### src/rtl/aidc_lite_job_scheduler.sv
// aidc_lite_job_scheduler
//
// Holds compression jobs (source address, destination address, byte length)
// written by the APB register block and hands them to the AIDC Lite engine
// one at a time. Each launch is a one-cycle start pulse with the job fields
// held stable until the engine reports done or the scheduler aborts it on
// timeout. Completion, engine errors, zero-length pushes and timeouts are
// recorded in sticky status bits. A level interrupt is raised on every job
// end (done or abort).
//
// Ports
//   clk, rst_n          clock, asynchronous active-low reset
//   en_i                allow new launches (an in-flight job always finishes)
//   push_valid_i/_ready_o, push_src_i, push_dst_i, push_len_i
//                       job write from the register block (refused when full)
//   flush_i             drop every queued, not yet launched job
//   eng_start_o         one-cycle launch pulse
//   eng_src_o/_dst_o/_len_o  launched job, stable until done/abort
//   eng_abort_o         one-cycle abort pulse on timeout
//   eng_done_i          engine finished the job, eng_err_i qualifies it
//   busy_o              scheduler FSM not idle
//   q_cnt_o             number of queued jobs
//   done_cnt_o          jobs ended (done or aborted), wraps at 16 bits
//   err_o               sticky {timeout, zero_len, eng_err}
//   irq_en_i, irq_clr_i, irq_o  interrupt enable, clear pulse, level output
module aidc_lite_job_scheduler #(
    parameter int DEPTH       = 4,
    parameter int ADDR_W      = 32,
    parameter int LEN_W       = 16,
    parameter int TIMEOUT_CYC = 65535
) (
    input  logic                   clk,
    input  logic                   rst_n,
    input  logic                   en_i,
    input  logic                   push_valid_i,
    output logic                   push_ready_o,
    input  logic [ADDR_W-1:0]      push_src_i,
    input  logic [ADDR_W-1:0]      push_dst_i,
    input  logic [LEN_W-1:0]       push_len_i,
    input  logic                   flush_i,
    output logic                   eng_start_o,
    output logic [ADDR_W-1:0]      eng_src_o,
    output logic [ADDR_W-1:0]      eng_dst_o,
    output logic [LEN_W-1:0]       eng_len_o,
    output logic                   eng_abort_o,
    input  logic                   eng_done_i,
    input  logic                   eng_err_i,
    output logic                   busy_o,
    output logic [$clog2(DEPTH):0] q_cnt_o,
    output logic [15:0]            done_cnt_o,
    output logic [2:0]             err_o,
    input  logic                   irq_en_i,
    input  logic                   irq_clr_i,
    output logic                   irq_o
);

    localparam int PTR_W = $clog2(DEPTH);
    localparam int CNT_W = PTR_W + 1;
    localparam int ENT_W = 2 * ADDR_W + LEN_W;

    // The WAIT counter runs 0 .. TIMEOUT_CYC-1; reaching the last value with
    // no done means the job has been waiting TIMEOUT_CYC cycles.
    localparam int                 TO_W    = (TIMEOUT_CYC > 1) ? $clog2(TIMEOUT_CYC) : 1;
    localparam bit                 TO_EN   = (TIMEOUT_CYC != 0);
    localparam logic [TO_W-1:0]    TO_LAST = (TIMEOUT_CYC > 0) ? TO_W'(TIMEOUT_CYC - 1) : '0;
    localparam logic [CNT_W-1:0]   FULL_CNT = CNT_W'(DEPTH);

    typedef enum logic [1:0] {
        ST_IDLE   = 2'd0,
        ST_LAUNCH = 2'd1,
        ST_WAIT   = 2'd2
    } state_t;

    // Job storage: plain array, written on push, read at the head pointer.
    logic [ENT_W-1:0] job_mem [DEPTH];

    state_t            state_q,    state_d;
    logic [PTR_W-1:0]  wr_ptr_q,   wr_ptr_d;
    logic [PTR_W-1:0]  rd_ptr_q,   rd_ptr_d;
    logic [CNT_W-1:0]  cnt_q,      cnt_d;
    logic [TO_W-1:0]   to_cnt_q,   to_cnt_d;
    logic              start_q,    start_d;
    logic              abort_q,    abort_d;
    logic [ADDR_W-1:0] src_q,      src_d;
    logic [ADDR_W-1:0] dst_q,      dst_d;
    logic [LEN_W-1:0]  len_q,      len_d;
    logic [15:0]       done_cnt_q, done_cnt_d;
    logic [2:0]        err_q,      err_d;
    logic              irq_pend_q, irq_pend_d;

    logic              push_fire;
    logic              push_store;
    logic              launch;
    logic [ENT_W-1:0]  head;

    // Full refuses pushes outright, even if a launch frees a slot this cycle.
    assign push_ready_o = (cnt_q != FULL_CNT);
    // A flush in the same cycle wins over the push.
    assign push_fire    = push_valid_i & push_ready_o & ~flush_i;
    // Zero-length jobs are acknowledged but never stored.
    assign push_store   = push_fire & (push_len_i != '0);
    assign launch       = (state_q == ST_IDLE) & en_i & (cnt_q != '0) & ~flush_i;
    assign head         = job_mem[rd_ptr_q];

    always_ff @(posedge clk) begin
        if (push_store) begin
            job_mem[wr_ptr_q] <= {push_src_i, push_dst_i, push_len_i};
        end
    end

    always_comb begin
        state_d    = state_q;
        wr_ptr_d   = wr_ptr_q;
        rd_ptr_d   = rd_ptr_q;
        cnt_d      = cnt_q;
        to_cnt_d   = to_cnt_q;
        start_d    = 1'b0;
        abort_d    = 1'b0;
        src_d      = src_q;
        dst_d      = dst_q;
        len_d      = len_q;
        done_cnt_d = done_cnt_q;
        err_d      = err_q;
        irq_pend_d = irq_pend_q;

        // Clear first so that any set below in the same cycle wins.
        if (irq_clr_i) begin
            err_d      = 3'b000;
            irq_pend_d = 1'b0;
        end

        if (push_fire && (push_len_i == '0)) begin
            err_d[1] = 1'b1;
        end

        // Queue bookkeeping. Flush and launch are exclusive (launch needs !flush).
        if (flush_i) begin
            rd_ptr_d = wr_ptr_q;
            cnt_d    = '0;
        end else begin
            if (push_store) begin
                wr_ptr_d = wr_ptr_q + PTR_W'(1);
            end
            if (launch) begin
                rd_ptr_d = rd_ptr_q + PTR_W'(1);
            end
            cnt_d = cnt_q + CNT_W'(push_store) - CNT_W'(launch);
        end

        case (state_q)
            ST_IDLE: begin
                if (launch) begin
                    state_d = ST_LAUNCH;
                    start_d = 1'b1;
                    {src_d, dst_d, len_d} = head;
                end
            end
            ST_LAUNCH: begin
                state_d  = ST_WAIT;
                to_cnt_d = '0;
            end
            ST_WAIT: begin
                if (eng_done_i) begin
                    // Done takes priority over a timeout in the same cycle.
                    state_d    = ST_IDLE;
                    done_cnt_d = done_cnt_q + 16'd1;
                    irq_pend_d = 1'b1;
                    if (eng_err_i) begin
                        err_d[0] = 1'b1;
                    end
                end else if (TO_EN && (to_cnt_q == TO_LAST)) begin
                    state_d    = ST_IDLE;
                    abort_d    = 1'b1;
                    err_d[2]   = 1'b1;
                    irq_pend_d = 1'b1;
                    done_cnt_d = done_cnt_q + 16'd1;
                end else if (TO_EN) begin
                    to_cnt_d = to_cnt_q + TO_W'(1);
                end
            end
            default: begin
                state_d = ST_IDLE;
            end
        endcase
    end

    always_ff @(posedge clk or negedge rst_n) begin
        if (!rst_n) begin
            state_q    <= ST_IDLE;
            wr_ptr_q   <= '0;
            rd_ptr_q   <= '0;
            cnt_q      <= '0;
            to_cnt_q   <= '0;
            start_q    <= 1'b0;
            abort_q    <= 1'b0;
            src_q      <= '0;
            dst_q      <= '0;
            len_q      <= '0;
            done_cnt_q <= '0;
            err_q      <= '0;
            irq_pend_q <= 1'b0;
        end else begin
            state_q    <= state_d;
            wr_ptr_q   <= wr_ptr_d;
            rd_ptr_q   <= rd_ptr_d;
            cnt_q      <= cnt_d;
            to_cnt_q   <= to_cnt_d;
            start_q    <= start_d;
            abort_q    <= abort_d;
            src_q      <= src_d;
            dst_q      <= dst_d;
            len_q      <= len_d;
            done_cnt_q <= done_cnt_d;
            err_q      <= err_d;
            irq_pend_q <= irq_pend_d;
        end
    end

    assign eng_start_o = start_q;
    assign eng_abort_o = abort_q;
    assign eng_src_o   = src_q;
    assign eng_dst_o   = dst_q;
    assign eng_len_o   = len_q;
    assign busy_o      = (state_q != ST_IDLE);
    assign q_cnt_o     = cnt_q;
    assign done_cnt_o  = done_cnt_q;
    assign err_o       = err_q;
    assign irq_o       = irq_pend_q & irq_en_i;

endmodule

### config.mk
export PLATFORM = sky130hd
export DESIGN_NAME = aidc_lite_job_scheduler
export DESIGN_NICKNAME = d
export VERILOG_FILES = /design/src/rtl/aidc_lite_job_scheduler.sv
export SDC_FILE = /design/constraint.sdc
export NUM_CORES = 1
export LEC_CHECK = 0
export CORE_ASPECT_RATIO = 1.5
export CORE_MARGIN = 3
export CORE_UTILIZATION = 55
export DETAILED_ROUTE_END_ITERATION = 8
export PLACE_DENSITY = 0.81
export SLEW_MARGIN = 0
export SYNTH_ARGS = -nofsm -noshare
export SYNTH_HDL_FRONTEND = slang
export SYNTH_SLANG_ARGS = --single-unit
### constraint.sdc
create_clock -name clk -period 9.8 [get_ports clk]
set_input_delay 1.96 -clock clk [delete_from_list [all_inputs] [get_ports clk]]
set_output_delay 1.96 -clock clk [all_outputs]
set_load 0.01 [all_outputs]
* Word level (Yosys, flattened, before mapping)
Memories as Yosys holds them, arrays and structs flattened. A register that Yosys moved wholly into a read port is not among the register bits.
Index checks and enable logic that the tools add are counted.
** Operators by class
- Add/sub/neg operators :: 6
- Eq/ne operators :: 8
- Multiplexer cells :: 31
- Bitwise operators :: 8
- Reduce and logical (&&, ||, !) cells :: 16
** Operator list (count)
- 16-bit 2-to-1 mux :: 4
- 16-bit by 1-bit adder with 16-bit output (second input constant) :: 2
- 16-bit case mux with 2 select lines :: 1
- 1-bit 2-to-1 mux :: 18
- 16-bit equality test (second input constant) :: 1
- 16-bit logical NOT :: 1
- 16-bit nonzero test :: 1
- 2-bit 2-to-1 mux :: 5
- 2-bit nonzero test :: 5
- 2-bit AND reduction :: 4
- 1-bit AND :: 7
- 3-bit 2-to-1 mux :: 2
- 2-bit inequality test (second input constant) :: 3
- 3-bit inequality test (second input constant) :: 2
- 2-bit case mux with 3 select lines :: 1
- 2-bit by 1-bit adder with 2-bit output (second input constant) :: 2
- 3-bit by 1-bit adder with 3-bit output :: 1
- 3-bit AND reduction :: 1
- 3-bit nonzero test :: 1
- 3-bit by 1-bit subtractor with 3-bit output :: 1
- 2-bit by 1-bit equality test with 1-bit output (second input constant) :: 1
- 2-bit equality test (second input constant) :: 1
- 2-bit logical NOT :: 1
- 1-bit logical AND :: 1
- 2 further kinds :: 2
** Word-level totals
- Flip-flop bits (word level) :: 47
- Memory bits (writable) :: 320
- Input port bits :: 89
- Output and inout port bits :: 107
- Word-level logic and storage cells :: 81
- Memories :: 1
** Memory list
- job_mem :: depth 4, width 80, read ports 1, clocked after memory_dff 1, wr ports 1, RTL line 75 : logic [ENT_W-1:0] job_mem [DEPTH];

* Depth between registers and ports, before layout
Gate-level depths: netlist of run 1.
- Depth in word-level cells :: 7
- Gate-level depth with buffers :: 11
- Depth with buffers taken out :: 11

* Worst setup path before layout of run 1
OpenSTA, ideal clock, no wires.
- Path type :: input port to flip-flop
- From :: input flush_i
- To :: memory job_mem[0][0] (netlist bit), enable pin
- Library setup time :: 0.447 ns
- Arrival :: 4.547 ns
- Data required time :: 9.353 ns
- Setup slack :: 4.805 ns
- Stages :: 4
- Path buffers :: 1
- Path through :: clkbuf_1 > nand3b_1 > nor2b_1 > and2_1
** Between the ends
- Longest elaborated chain between the ends :: 5
** RTL lines
- from (decl) :: RTL line 40 : input logic flush_i,
- 1-bit NOT (no line)
- 1-bit AND :: RTL line 99 : assign push_fire = push_valid_i & push_ready_o & ~flush_i;
- 1-bit AND :: RTL line 101 : assign push_store = push_fire & (push_len_i != '0);
- 1-bit 2-to-1 mux :: RTL line 106 : if (push_store) begin
- 1-bit 2-to-1 mux (not written as such) :: RTL line 107 : job_mem[wr_ptr_q] <= {push_src_i, push_dst_i, push_len_i};
- to (decl) :: RTL line 75
Every way passes these cells.

* Worst setup path in the final report of run 1
- From :: input irq_en_i
- To :: output irq_o
** Between the ends
- Longest elaborated chain between the ends :: 1
** RTL lines
- from (decl) :: RTL line 52 : input logic irq_en_i,
- 1-bit AND :: RTL line 228 : assign irq_o = irq_pend_q & irq_en_i;
- to (decl) :: RTL line 54 : output logic irq_o
Every way passes these cells.

==> results of run 1 <==
## registers in the layout, indices dropped and copies added, names as in the netlist, 3 cells and up
signal and cells:
done_cnt_o 16, eng_dst_o 32, eng_len_o 16, eng_src_o 32
err_o 3, job_mem 320, q_cnt_o 3, to_cnt_q 16
## worst reg2reg max path, cell delays in order (launching register included)
cell and delay (ps):
dfrtp_1 410, or3b_2 220, nand3b_1 130, nor2b_1 470, and2_4 500, buf_4 770
## metal layers
metal / wire length, um / vias up
li1: - / 3785
met1: 12880 / 4472
met2: 18180 / 254
met3: 1575 / 60
met4: 1082 / 0
met5: 0 / -
## through the flow
stage                     instance area, um^2  cells  utilization  setup WS (ps)  power [W]
after global placement                  19380   1405       0.6384           4783   0.004135
after global routing                    20760   1481       0.6839           4763   0.005982
after detailed placement                19380   1405       0.6384           4652   0.004176
after floorplan                         16970    838            -           4805   0.003469
final                                   20760   1481       0.6839           4797   0.005719
after CTS                               20750   1478       0.6837           4793   0.005791
## cells in the mapped netlist, drive strengths merged (9+ instances only)
library cell and number:
xnor2 17, mux4 80, inv 15, ha 9
clkbuf 21, nor3 9, buf 17, mux2 82
nand4 11, o21ai 10, nand3 10, nand2 14
nor4 13, nor2 14, dfrtp 127, edfxtp 320
## logic make-up (layout without fill, tap and decap cells)
| family | after synthesis | after routing | synth area share |
|---|---|---|---|
| AO/OA/AOI/OAI | 42 | 42 | 0.01954 |
| XOR/XNOR | 20 | 20 | 0.01032 |
| adder cells (fa/ha/maj) | 10 | 10 | 0.007815 |
| buffers and inverters | 53 | 293 | 0.01276 |
| flip-flops | 447 | 447 | 0.7535 |
| multiplexers | 166 | 166 | 0.1629 |
| other | 0 | 3 | 0 |
| AND/OR/NAND/NOR | 100 | 100 | 0.03318 |
## power by group
group | internal (W) | total, W | switching [W] | leakage [nW]
logic | 0.000858 | 0.00147 | 0.000608 | 2.04
registers | 0.00239 | 0.00264 | 0.000256 | 4.49
clock network | 0.000950 | 0.00161 | 0.000659 | 0.679
## how the worst max path moves through the flow
| stage | end | cells past startpoint |
|---|---|---|
| after CTS | irq_o | 3 |
| after floorplan | job_mem[0][0] | 4 |
| after global routing | irq_o | 3 |
| final | irq_o | 3 |
| after detailed placement | job_mem[3][76] | 6 |
| after global placement | job_mem[1][74] | 6 |
## layout make-up
cell class,count,area [um^2],area share
sequential,447,12790,0.6164
multi-input combinational,338,3994,0.1924
timing repair buffer,205,2028,0.09770
clock inverter,15,192.7,0.009282
antenna,3,7.507,0.0003616
tap,400,500.5,0.02411
inverter,15,58.81,0.002833
clock buffer,58,1182,0.05696
## placed cells by master (no fill, tap or decap), drive strengths merged, types with 11 or more instances in the layout
| cell | instances |
|---|---|
| xnor2 | 17 |
| mux4 | 80 |
| buf | 11 |
| dfrtp | 127 |
| edfxtp | 320 |
| inv | 16 |
| mux2 | 82 |
| nand2 | 14 |
| nand4 | 11 |
| clkdlybuf4s50 | 194 |
| clkbuf | 58 |
| nor4 | 13 |
| nor2 | 14 |
==> impl_metrics.tcl, run 1 <==
set metrics [dict create \
    vias 8571 \
    r2r_slack_ps 6860 \
    cp_slowest_cell "clkdlybuf4s50_1" \
    slew_violations 0 \
    synth-seq-area-share 0.7535 \
    cp_num_buf_inv 2 \
    hold-worst-slack_ps 475.1 \
    synth-async-reset-ratio 0.2841 \
    gp_congestion 0.8012 \
    max_freq_ghz 0.1999 \
    insertion_delay_ps 540 \
    drc_errors 0 \
    arrival_ps 3040 \
    via_per_inst 5.787 \
    firstDrtPassIters 5 \
    hold_buffers 0 \
    clk_pin_slew_ps 60 \
    grt.busiest_layer "met2" \
    cts_max_path_buffers 3 \
    cts_made_buffers 40 \
    post_synth.cell_area_avg_um2 20.25 \
    use_met3 0.03094 \
    hpwl_um 20960 \
    syn-instance-count 838 \
    grt_max_degree 74 \
    antenna_found_initial 3 \
    hold_path_class "reg2reg" \
    worstSetupStartpoint "irq_en_i" \
    use_met2 0.3715 \
    wl_per_cell_um 22.77 \
    cts-resized-gates 0 \
    setup_violations 0 \
    fp.dieArea_mm2 0.03304 \
    synth_area_leader_cell "edfxtp_1" \
    htreeDepth 2 \
    min_to "done_cnt_o[15]" \
    tritoncts "done" \
    rsz0062_at_grt "false" \
    endpoint_kind "primary output" \
    rr_startpoint "q_cnt_o[2]" \
    crit_required_ps 7840 \
    grt_pass1_wl_um 53340 \
    antenna_left 0 \
    core_area_mm2 0.03035 \
    synth_nets 937 \
    status "finished, final reports clean" \
    io-pin-count 196 \
    grt_overflow 0 \
    synth_ff_type "edfxtp_1" \
    clock_skew_ps 25.77 \
    maxCapViolCount 0 \
    syn_area_mm2 0.01697 \
    yosys_register_bits 447 \
    synth_area_leaders "edfxtp_1, dfrtp_1, mux4_2" \
    crit_family "buffers and inverters" \
    gr-usage-met1 0.2641 \
    rr_endpoint "job_mem[3][78]" \
    worstPathMaxFanout 1 \
    clock-sinks 447 \
    die_w_um 149.4 \
    vdd_drop_max_mv 0.2015 \
    start_util 0.5592 \
    track_usage 0.2099 \
    leakage_nw 7.209 \
    finalCriticalPeriod_ps 5003 \
    grt_pass1_vias 9279 \
    drive_above_1_share 0.2301 \
    worst_slew_pin_slew_ps 965.9 \
    yosys.area.top_type_share 0.5662 \
    reg2regPathDepth 5 \
    cts-root-buf "clkbuf_16" \
    crit_chain "clkdlybuf4s50_1, and2_1, clkdlybuf4s50_1" \
    routed_wl_um 33720 \
    powerDensity_mw_per_mm2 275.5 \
    finalSetupTns_ps 0 \
    cp_slowest_stage_delay_ps 520 \
    worst_path_most_repeated_cell "clkdlybuf4s50_1" \
    portBuffers 195 \
    synth_edf_count 320 \
    area_delta_synth_final_pct 22.32 \
    final_hold_viol_count 0 \
    maxSlewHeadroom 0.3560 \
    start_kind "primary input" \
    drtIter0Drc 703 \
    synthDistinctLibCells 52 \
    nets 1146 \
    fillers 1895 \
    min_path_cells 1 \
    die_height_um 221.1 \
    rows 78 \
    min_from "done_cnt_o[15]" \
    crit_type "in2out" \
    post_cts_buffers 0 \
    synth_warnings 0 \
    final.period_utilization 0.5105 \
]
No activity file was read; power rests on OpenSTA's default activity.
==> run 2, diff against run 1 <==
Clock period 9.8 ns to 4.7 ns, I/O delays scaled along.
==> run 2 against run 1 <==
  * First-iteration DRC count fell by 20%
  * Die area did not move
  * Flip-flop and latch count unchanged
  * Non-clock buffer count rose by 2
  * Register-to-register slack worse by 4700 ps
  * Critical path type is now in2reg
  * Cell count barely moved
  * Global-route usage rose by 0.14 points
  * Worst hold slack lost 1.8 ps
  * Critical path depth increased by 9
  * Setup slack worse by 3400 ps
  * Highest routed layer is now met5
==> impl_metrics.tcl, run 2 (synthesis gave the netlist of run 1 again) <==
set metrics [dict create \
    drc_errors 0 \
    drt-met1-wl_um 12880 \
    hold_buffers 0 \
    antenna_found_initial 3 \
    setup_violations 0 \
    cts_max_path_buffers 3 \
    min_to "done_cnt_o[15]" \
    leakage_nw 7.205 \
    final_cell_mix "edfxtp_1, clkdlybuf4s50_1, dfrtp_1" \
    clk_pin_slew_ps 60 \
    wl_per_cell_um 22.85 \
    post_cts_buffers 0 \
    grt_pass1_wl_um 53350 \
    endpoint_kind "register" \
    area_delta_synth_final_pct 22.46 \
    largest-register "job_mem" \
    fp.dieArea_mm2 0.03304 \
    min_path_cells 1 \
    max_freq_ghz 0.2983 \
    insertion_delay_ps 540 \
    hold_path_class "reg2reg" \
    htreeDepth 2 \
    crit_type "in2reg" \
    vias 8620 \
    rsz0062_at_grt "false" \
    final.period_utilization 0.7133 \
    maxCapViolCount 0 \
    reg2regPathDepth 11 \
    min_from "done_cnt_o[15]" \
    top_layer "met5" \
    largest_reg_flops 320 \
    routed_wl_um 33870 \
    start_util 0.5592 \
    firstDrtPassIters 5 \
    fillers 1962 \
    regArea_mm2 0.01279 \
    cp_slowest_stage_delay_ps 590 \
    grt_max_degree 88 \
    arrival_ps 3760 \
    gp_congestion 0.7596 \
    rows 78 \
    rr_startpoint "q_cnt_o[2]" \
    core_area_mm2 0.03035 \
    worst_path_most_repeated_cell "inv_1" \
    hpwl_um 20610 \
    grt_overflow 0 \
    cp_num_buf_inv 4 \
    power.total_w 0.01184 \
    drive_above_1_share 0.2294 \
    drtIter0Drc 564 \
    worstSetupStartpoint "push_len_i[0]" \
    multi_input_area_mm2 0.003994 \
    crit_chain "clkdlybuf4s50_1, nor4_1, nand4_1, nor2b_1, inv_1, ha_1, inv_1, ha_1, inv_1, fa_1, xnor2_1, nor2_1" \
    io-pin-count 196 \
    track_usage 0.2112 \
    slew_violations 0 \
    tritoncts "done" \
    nets 1148 \
    finalSetupTns_ps 0 \
    clock_skew_ps 15.83 \
    maxSlewHeadroom 0.3622 \
    portBuffers 195 \
    finalNonFillerCells 1482 \
    vdd_drop_max_mv 0.4050 \
    grt_pass1_vias 9328 \
    cts-root-buf "clkbuf_16" \
    place_inst 1407 \
    wl_met3_um 1607 \
    cp_slowest_cell "nor4_1" \
    antenna_left 0 \
    crit_family "simple AND/OR/NAND/NOR gates" \
    final_hold_viol_count 0 \
    rr_endpoint "q_cnt_o[2]" \
    start_kind "primary input" \
    worst_slew_pin_slew_ps 956.7 \
    cts-resized-gates 0 \
    cts_made_buffers 40 \
    worstPathMaxFanout 7 \
    r2r_slack_ps 2180 \
    die_height_um 221.1 \
    powerDensity_mw_per_mm2 569.6 \
    layout_commonest_cell "edfxtp_1" \
    die_w_um 149.4 \
    via_per_inst 5.816 \
    clock-sinks 447 \
    route.met2.wl_um 18380 \
    finalCriticalPeriod_ps 3352 \
    status "finished, final reports clean" \
    crit_required_ps 5110 \
]
==> run 2: layout make-up <==
type,instances,area share
sequential,447,0.6156
multi-input combinational,338,0.1922
timing repair buffer,207,0.1019
clock buffer,57,0.05514
tap,400,0.02408
clock inverter,17,0.008127
inverter,15,0.002829
antenna,1,0.0001204
==> run 2: report_power, final <==
part           leakage [nW]  switching (W)  total (W)  internal [W]
combinational          2.07        0.00122    0.00304       0.00182
sequential             4.49       0.000582    0.00556       0.00498
clock                 0.646        0.00136    0.00323       0.00187
total                  7.21        0.00317     0.0118       0.00867
==> run 2: per-stage QoR <==
stage	hold WS [ps]	area (um^2)	setup slack (ps)	utilization
finish	473.3	20780	1348	0.6848
global route	509.4	20780	1179	0.6848
CTS	482.8	20780	1374	0.6847
detailed placement	473.9	19470	809.5	0.6414
global placement	476.8	19470	847.4	0.6414
floorplan	448.9	16970	725.4	-
==> run 2: worst max path at each step <==
stage	cells past startpoint	end	slack [ps]
6_report	12	q_cnt_o[2]	1350
5_1_grt	12	q_cnt_o[2]	1180
4_1_cts	12	q_cnt_o[2]	1370
3_5_place_dp	12	q_cnt_o[2]	810
3_3_place_gp	12	q_cnt_o[2]	850
2_1_floorplan	4	job_mem[2][10]	730
==> run 2: layer usage <==
metal  vias up  GRT usage
met3        66    0.04057
met4         4    0.07240
met1      4522     0.2633
met5         -          0
met2       235     0.3709
li1       3793          -
